## src/rtl/ex_mem_pipe_reg_if.sv

```systemverilog
// EX -> EX/MEM -> MEM signal bundle, including the NPU offload handshake.
// The master side drives the EX/NPU inputs; the slave side is the pipeline register.
interface ex_mem_pipe_reg_if #(
    parameter int XLEN = 32
);
    logic [4:0]      ex_f_ctrl;
    logic            ex_valid;
    logic [XLEN-1:0] ex_alu_result;
    logic [XLEN-1:0] ex_rs2_data;
    logic [4:0]      ex_rd;
    logic [XLEN-1:0] ex_pc_plus4;
    logic            ex_npu_op;
    logic            mem_hold;
    logic            npu_done;
    logic [XLEN-1:0] npu_result;

    logic [4:0]      mem_ctrl;
    logic            mem_valid;
    logic [XLEN-1:0] mem_alu_result;
    logic [XLEN-1:0] mem_wdata;
    logic [4:0]      mem_rd;
    logic [XLEN-1:0] mem_pc_plus4;
    logic            npu_start;
    logic            npu_stall;
    logic            npu_err;

    modport master (
        output ex_f_ctrl, ex_valid, ex_alu_result, ex_rs2_data, ex_rd, ex_pc_plus4,
               ex_npu_op, mem_hold, npu_done, npu_result,
        input  mem_ctrl, mem_valid, mem_alu_result, mem_wdata, mem_rd, mem_pc_plus4,
               npu_start, npu_stall, npu_err
    );

    modport slave (
        input  ex_f_ctrl, ex_valid, ex_alu_result, ex_rs2_data, ex_rd, ex_pc_plus4,
               ex_npu_op, mem_hold, npu_done, npu_result,
        output mem_ctrl, mem_valid, mem_alu_result, mem_wdata, mem_rd, mem_pc_plus4,
               npu_start, npu_stall, npu_err
    );
endinterface

```

## src/rtl/ex_mem_pipe_reg.sv

```systemverilog
// EX/MEM pipeline register with an NPU offload sequencer (IDLE -> START -> WAIT).
// NPU ops park a bubble in MEM and deliver the NPU result once the NPU completes or times out.
module ex_mem_pipe_reg #(
    parameter int XLEN        = 32,
    parameter int NPU_TIMEOUT = 255
) (
    input  logic clk,
    input  logic rst_n,
    ex_mem_pipe_reg_if.slave pipe_io
);
    localparam int CW = $clog2(NPU_TIMEOUT + 1);

    typedef enum logic [1:0] {S_IDLE, S_START, S_WAIT} state_t;

    state_t          state_q;
    logic [CW-1:0]   cnt_q;
    logic [CW-1:0]   cnt_d;
    logic [4:0]      mem_ctrl_q;
    logic            mem_valid_q;
    logic [XLEN-1:0] mem_alu_result_q;
    logic [XLEN-1:0] mem_wdata_q;
    logic [4:0]      mem_rd_q;
    logic [XLEN-1:0] mem_pc_plus4_q;
    logic [4:0]      sh_ctrl_q;
    logic [4:0]      sh_rd_q;
    logic [XLEN-1:0] sh_pc_plus4_q;
    logic            npu_start_q;
    logic            npu_err_q;
    logic            npu_issue;
    logic            cnt_at_max;

    assign npu_issue  = pipe_io.ex_valid && pipe_io.ex_npu_op && !pipe_io.mem_hold;
    assign cnt_at_max = (cnt_q == CW'(NPU_TIMEOUT));
    // Saturating increment: the WAIT exit on timeout means it never really saturates.
    assign cnt_d      = cnt_at_max ? cnt_q : cnt_q + 1'b1;

    always_ff @(posedge clk or negedge rst_n) begin
        if (!rst_n) begin
            state_q          <= S_IDLE;
            cnt_q            <= '0;
            mem_ctrl_q       <= '0;
            mem_valid_q      <= 1'b0;
            mem_alu_result_q <= '0;
            mem_wdata_q      <= '0;
            mem_rd_q         <= '0;
            mem_pc_plus4_q   <= '0;
            sh_ctrl_q        <= '0;
            sh_rd_q          <= '0;
            sh_pc_plus4_q    <= '0;
            npu_start_q      <= 1'b0;
            npu_err_q        <= 1'b0;
        end else begin
            npu_start_q <= 1'b0;
            case (state_q)
                S_IDLE: begin
                    if (npu_issue) begin
                        sh_ctrl_q        <= pipe_io.ex_f_ctrl;
                        sh_rd_q          <= pipe_io.ex_rd;
                        sh_pc_plus4_q    <= pipe_io.ex_pc_plus4;
                        mem_ctrl_q       <= '0;
                        mem_valid_q      <= 1'b0;
                        mem_alu_result_q <= '0;
                        mem_wdata_q      <= '0;
                        mem_rd_q         <= '0;
                        mem_pc_plus4_q   <= '0;
                        npu_start_q      <= 1'b1;
                        state_q          <= S_START;
                    end else if (!pipe_io.mem_hold) begin
                        mem_ctrl_q       <= pipe_io.ex_f_ctrl;
                        mem_valid_q      <= pipe_io.ex_valid;
                        mem_alu_result_q <= pipe_io.ex_alu_result;
                        mem_wdata_q      <= pipe_io.ex_rs2_data;
                        mem_rd_q         <= pipe_io.ex_rd;
                        mem_pc_plus4_q   <= pipe_io.ex_pc_plus4;
                    end
                end
                S_START: begin
                    cnt_q   <= '0;
                    state_q <= S_WAIT;
                end
                S_WAIT: begin
                    // npu_done takes priority over a coinciding timeout.
                    if (pipe_io.npu_done) begin
                        mem_ctrl_q       <= sh_ctrl_q;
                        mem_valid_q      <= 1'b1;
                        mem_alu_result_q <= pipe_io.npu_result;
                        mem_wdata_q      <= '0;
                        mem_rd_q         <= sh_rd_q;
                        mem_pc_plus4_q   <= sh_pc_plus4_q;
                        state_q          <= S_IDLE;
                    end else if (cnt_at_max) begin
                        npu_err_q        <= 1'b1;
                        mem_ctrl_q       <= '0;
                        mem_valid_q      <= 1'b0;
                        mem_alu_result_q <= '0;
                        mem_wdata_q      <= '0;
                        mem_rd_q         <= '0;
                        mem_pc_plus4_q   <= '0;
                        state_q          <= S_IDLE;
                    end else begin
                        cnt_q <= cnt_d;
                    end
                end
                default: state_q <= S_IDLE;
            endcase
        end
    end

    assign pipe_io.mem_ctrl       = mem_ctrl_q;
    assign pipe_io.mem_valid      = mem_valid_q;
    assign pipe_io.mem_alu_result = mem_alu_result_q;
    assign pipe_io.mem_wdata      = mem_wdata_q;
    assign pipe_io.mem_rd         = mem_rd_q;
    assign pipe_io.mem_pc_plus4   = mem_pc_plus4_q;
    assign pipe_io.npu_start      = npu_start_q;
    assign pipe_io.npu_err        = npu_err_q;
    // Stall rises combinationally in the issue cycle so upstream freezes immediately.
    assign pipe_io.npu_stall      = (state_q != S_IDLE) || npu_issue;
endmodule
```

## src/flat_wrapper.sv

```systemverilog
// flat-port wrapper written by rule: the top's interface ports become plain ports
module ex_mem_pipe_reg_flat 
#(
    parameter int XLEN        = 32,
    parameter int NPU_TIMEOUT = 255
)
  (clk, rst_n, pipe_io_ex_f_ctrl, pipe_io_ex_valid, pipe_io_ex_alu_result, pipe_io_ex_rs2_data, pipe_io_ex_rd, pipe_io_ex_pc_plus4, pipe_io_ex_npu_op, pipe_io_mem_hold, pipe_io_npu_done, pipe_io_npu_result, pipe_io_mem_ctrl, pipe_io_mem_valid, pipe_io_mem_alu_result, pipe_io_mem_wdata, pipe_io_mem_rd, pipe_io_mem_pc_plus4, pipe_io_npu_start, pipe_io_npu_stall, pipe_io_npu_err);
  ex_mem_pipe_reg_if #(.XLEN(XLEN)) pipe_io_i ();
  input  logic clk;
  input  logic rst_n;
  input wire logic [$bits(pipe_io_i.ex_f_ctrl)-1:0] pipe_io_ex_f_ctrl;
  input wire logic [$bits(pipe_io_i.ex_valid)-1:0] pipe_io_ex_valid;
  input wire logic [$bits(pipe_io_i.ex_alu_result)-1:0] pipe_io_ex_alu_result;
  input wire logic [$bits(pipe_io_i.ex_rs2_data)-1:0] pipe_io_ex_rs2_data;
  input wire logic [$bits(pipe_io_i.ex_rd)-1:0] pipe_io_ex_rd;
  input wire logic [$bits(pipe_io_i.ex_pc_plus4)-1:0] pipe_io_ex_pc_plus4;
  input wire logic [$bits(pipe_io_i.ex_npu_op)-1:0] pipe_io_ex_npu_op;
  input wire logic [$bits(pipe_io_i.mem_hold)-1:0] pipe_io_mem_hold;
  input wire logic [$bits(pipe_io_i.npu_done)-1:0] pipe_io_npu_done;
  input wire logic [$bits(pipe_io_i.npu_result)-1:0] pipe_io_npu_result;
  output wire logic [$bits(pipe_io_i.mem_ctrl)-1:0] pipe_io_mem_ctrl;
  output wire logic [$bits(pipe_io_i.mem_valid)-1:0] pipe_io_mem_valid;
  output wire logic [$bits(pipe_io_i.mem_alu_result)-1:0] pipe_io_mem_alu_result;
  output wire logic [$bits(pipe_io_i.mem_wdata)-1:0] pipe_io_mem_wdata;
  output wire logic [$bits(pipe_io_i.mem_rd)-1:0] pipe_io_mem_rd;
  output wire logic [$bits(pipe_io_i.mem_pc_plus4)-1:0] pipe_io_mem_pc_plus4;
  output wire logic [$bits(pipe_io_i.npu_start)-1:0] pipe_io_npu_start;
  output wire logic [$bits(pipe_io_i.npu_stall)-1:0] pipe_io_npu_stall;
  output wire logic [$bits(pipe_io_i.npu_err)-1:0] pipe_io_npu_err;
  assign pipe_io_i.ex_f_ctrl = pipe_io_ex_f_ctrl;
  assign pipe_io_i.ex_valid = pipe_io_ex_valid;
  assign pipe_io_i.ex_alu_result = pipe_io_ex_alu_result;
  assign pipe_io_i.ex_rs2_data = pipe_io_ex_rs2_data;
  assign pipe_io_i.ex_rd = pipe_io_ex_rd;
  assign pipe_io_i.ex_pc_plus4 = pipe_io_ex_pc_plus4;
  assign pipe_io_i.ex_npu_op = pipe_io_ex_npu_op;
  assign pipe_io_i.mem_hold = pipe_io_mem_hold;
  assign pipe_io_i.npu_done = pipe_io_npu_done;
  assign pipe_io_i.npu_result = pipe_io_npu_result;
  assign pipe_io_mem_ctrl = pipe_io_i.mem_ctrl;
  assign pipe_io_mem_valid = pipe_io_i.mem_valid;
  assign pipe_io_mem_alu_result = pipe_io_i.mem_alu_result;
  assign pipe_io_mem_wdata = pipe_io_i.mem_wdata;
  assign pipe_io_mem_rd = pipe_io_i.mem_rd;
  assign pipe_io_mem_pc_plus4 = pipe_io_i.mem_pc_plus4;
  assign pipe_io_npu_start = pipe_io_i.npu_start;
  assign pipe_io_npu_stall = pipe_io_i.npu_stall;
  assign pipe_io_npu_err = pipe_io_i.npu_err;
  ex_mem_pipe_reg #(.XLEN(XLEN), .NPU_TIMEOUT(NPU_TIMEOUT)) u_core (.clk(clk), .rst_n(rst_n), .pipe_io(pipe_io_i));
endmodule
```

## config.mk

```make
export PLATFORM = sky130hd
export DESIGN_NAME = ex_mem_pipe_reg_flat
export DESIGN_NICKNAME = d
export VERILOG_FILES = /design/src/rtl/ex_mem_pipe_reg_if.sv /design/src/rtl/ex_mem_pipe_reg.sv /design/src/flat_wrapper.sv
export SDC_FILE = /design/constraint.sdc
export NUM_CORES = 1
export LEC_CHECK = 0
export ABC_AREA = 1
export CORE_MARGIN = 2
export CORE_UTILIZATION = 35
export DETAILED_ROUTE_END_ITERATION = 7
export MAX_ROUTING_LAYER = met4
export SKIP_LAST_GASP = 1
export SLEW_MARGIN = 20
export SYNTH_ARGS = -nofsm -noshare
export SYNTH_HDL_FRONTEND = slang
export SYNTH_SLANG_ARGS = --single-unit
```

## constraint.sdc

```tcl
create_clock -name clk -period 1.7 [get_ports clk]
set_input_delay 0.17 -clock clk [delete_from_list [all_inputs] [get_ports clk]]
set_output_delay 0.17 -clock clk [all_outputs]
set_load 0.01 [all_outputs]
```

==> run_results.csv <==
group,metric,value,unit
floorplan,die_width,149,microns
power,peakVddDrop,688,uV
place,place_ws,0.0772,ns
drt,ant_nets,0,
yosys,synthTopCellsByCount,"nand2_1, dfrtp_1, o21ai_0, inv_1, o21ai_1",
grt,overflow,0,
power,power.total,12.3,mW
yosys,avgSynthCellArea,8.02,sq um
yosys,synthXorXnorAreaFrac,0.479,%
yosys,synth_top_family_by_area,"simple AND/OR/NAND/NOR gates",
yosys,synth_fa_ha_area_share,0.171,%
timing,hold_viol,0,
timing,hold_ws,0.236,ns
final_layout,multi_input_area,2720,sq um
yosys,synthArstFlopShare,100,%
yosys,muxShareOfSynthArea,0,%
power,p_per_area,1110,nW/um^2
grt,grt_pass1_vias,6446,
clock_tree,clk_latency,0.42,ns
flow_run,drv_cap,0,
timing,relSlewSlack,70.3,%
final_layout,drive_gt1_share,8.81,%
yosys,ys_ff_latch,161,
setup_path,critPathKind,"flip-flop to primary output",
setup_path,critPathRequiredTime,1.53,ns
place,hpwl,14.7,mm
drt,wl,21.4,mm
drt,first_iter_violations,333,
grt,grt_max_degree,50,
timing,finalClockSkew,0.0104,ns
floorplan,start_util,35.9,%
floorplan,placementRows,52,
yosys,syn_inst,912,
timing,setup_ws,0.116,ns
final_layout,syn_to_final_growth,51.7,%
drt,vias,6653,
drt,drc_errors,0,
final_layout,fillers,1905,
floorplan,core-area,20400,sq um
setup_path,crit_family,"buffers and inverters",
power,p_leak,5.44,nW
final_layout,finish.utilization,54.4,%
grt,grt_antenna_before_repair,0,
yosys,yosys.area_share.simple,26.9,%
clock_tree,numCtsBuffers,17,
yosys,synth_nets,1057,
floorplan,die_area,22100,sq um
drt,drtPass1Iterations,5,
floorplan,die_h,149,microns
place,dp_cells,1421,
timing,tightest_slew,0.446,ns
drt,post_drt_via_cell_ratio,4.55,
grt,grt_usage,20.0,%
yosys,synthDominantCellAreaShare,55.1,%
yosys,yosysWarnings,0,
timing,fmax,631,MHz
setup_path,critPathMaxFanout,2,
setup_path,arrival,1.41,ns
yosys,synth_seq_area_share,55.1,%
clock_tree,cts.clk_slew.worst_paths,0.07,ns
final_layout,layout.cells.non_filler,1462,
yosys,ys_types,25,
setup_path,end_kind,"primary output",
yosys,synth_top_area_cell,"dfrtp_1",
grt,grt_first_pass_wirelength,33.8,mm
floorplan,ioPinCount,254,
clock_tree,cts_tree,"built",
yosys,yosysMostFrequentCell,"nand2_1",
yosys,synth_compound_area_share,9.26,%
final_layout,seqCellArea,4030,sq um
setup_path,startpoint_type,"flip-flop",
place,io_buffers,253,
final_layout,diodes,0,
clock_tree,clk_path_buf_depth,2,
run_status,status,"finished, final reports clean",
clock_tree,clock-root-buffer,"clkbuf_16",
yosys,synth_edf_count,0,
yosys,synth_area_leaders,"dfrtp_1, nand2_1, o21ai_0",
setup_path,cp_cell_sequence,"clkdlybuf4s50_1",
yosys,netlist_area,7310,sq um
setup_path,crit_path_top_delay_cell,"clkdlybuf4s50_1",
setup_path,max_stage_delay,0.60,ns
timing,timing.final.max_slew_violations,0,
timing,period_needed,1.58,ns
final_layout,layout.nets,1324,
drt,wire_per_inst,14.6,microns
place,gp_routability_congestion,0.748,
clock_tree,ctsHtreeMaxLevel,4,
timing,setup_viol,0,
setup_path,path_buf_inv,1,
clock_tree,cts_sinks,161,
yosys,synth_flop_cell,"dfrtp_1",
worst_hold_path,hold_class,"input port to asynchronous set/reset pin",
timing,fin_crit_sh,93.2,%
## state kept, by name, indices dropped and copies added, names as in the netlist
register and cells:
u_core.pipe_io.mem_alu_result 32, u_core.sh_rd_q 5, u_core.pipe_io.mem_pc_plus4 32, u_core.pipe_io.mem_rd 5
u_core.sh_ctrl_q 5, u_core.sh_pc_plus4_q 32, u_core.pipe_io.npu_err 1, u_core.cnt_q 8
u_core.pipe_io.mem_wdata 32, u_core.pipe_io.npu_start 1, u_core.state_q 2, u_core.pipe_io.mem_ctrl 5
u_core.pipe_io.mem_valid 1
## metrics by stage
step | TNS (ns) | instance area (sq um)
after floorplan | 0 | 7310
after global placement | 0 | 10300
after detailed placement | 0 | 10300
after CTS | 0 | 11000
after global routing | -0.0213 | 11100
final | 0 | 11100
## layout by cell type (no fill, tap or decap)
| cell type | count |
|---|---|
| xnor2_1 | 2 |
| clkdlybuf4s50_1 | 251 |
| nand2_2 | 3 |
| buf_8 | 1 |
| dfrtp_1 | 161 |
| a31o_2 | 1 |
| a21oi_1 | 2 |
| clkbuf_8 | 1 |
| clkinv_4 | 4 |
| clkbuf_16 | 20 |
| dlymetal6s2s_1 | 1 |
| buf_6 | 1 |
| nand2_1 | 490 |
| o21ai_1 | 18 |
| o21ai_2 | 14 |
| clkinvlp_4 | 1 |
| clkinv_2 | 2 |
| nand3_1 | 11 |
| xor2_1 | 2 |
| inv_2 | 1 |
| inv_6 | 4 |
| nor2_4 | 1 |
| nand2_8 | 1 |
| nor2_1 | 4 |
| o21ai_0 | 89 |
| ha_2 | 1 |
| inv_4 | 1 |
| bufinv_16 | 3 |
| dlygate4sd3_1 | 1 |
| buf_4 | 24 |
| nand4_1 | 1 |
| inv_1 | 53 |
| nor2_2 | 3 |
| nand3b_1 | 1 |
| buf_12 | 18 |
## layer usage
metal	GRT usage [%]	vias to the layer above	wire [microns]
met1	24.9	3096	9310
met5	-	-	0
li1	-	3342	-
met3	5.31	18	1690
met2	32.5	197	10200
met4	4.86	0	199
## cells by family after synthesis
logic type | after synthesis
AND/OR/NAND/NOR | 515
flip-flops | 161
buffers and inverters | 107
AO/OA/AOI/OAI | 124
XOR/XNOR | 4
adder cells (fa/ha/maj) | 1
## repair_timing
action,CTS,global route
gates resized for setup,1,7
setup buffers,0,5
cloned,0,3
hold endpoints to repair,41,0
pin swaps,0,4
setup endpoints to repair,1,94
hold buffers,1,0
## layout make-up
cell class / count / area share [%]
repair buffers: 300 / 28.7
well taps: 270 / 3.05
multi-input cells: 644 / 24.5
clock inverters: 14 / 1.60
clock buffers: 18 / 3.96
flip-flops and latches: 161 / 36.3
inverters: 55 / 1.88
## power by group
group          internal [mW]  switching [mW]
registers               4.56           0.409
logic                   1.79            1.53
clock network           2.38            1.66
total                   8.72            3.59
## path summary, 6_finish.rpt
check	from	end	slack, ns	cells after the start
setup / recovery	u_core.pipe_io.mem_alu_result[31]	pipe_io_mem_alu_result[31]	0.12	1
min in group clk	pipe_io_ex_rs2_data[14]	u_core.pipe_io.mem_wdata[14]	0.31	3
setup reg to reg	u_core.cnt_q[1]	u_core.pipe_io.mem_wdata[2]	0.14	10
hold reg to reg	u_core.pipe_io.npu_err	u_core.pipe_io.npu_err	0.47	1
max in group asynchronous	rst_n	u_core.pipe_io.mem_alu_result[6]	0.81	3
hold / removal	rst_n	u_core.sh_pc_plus4_q[9]	0.24	2
Power figures use the tool's default switching activity.
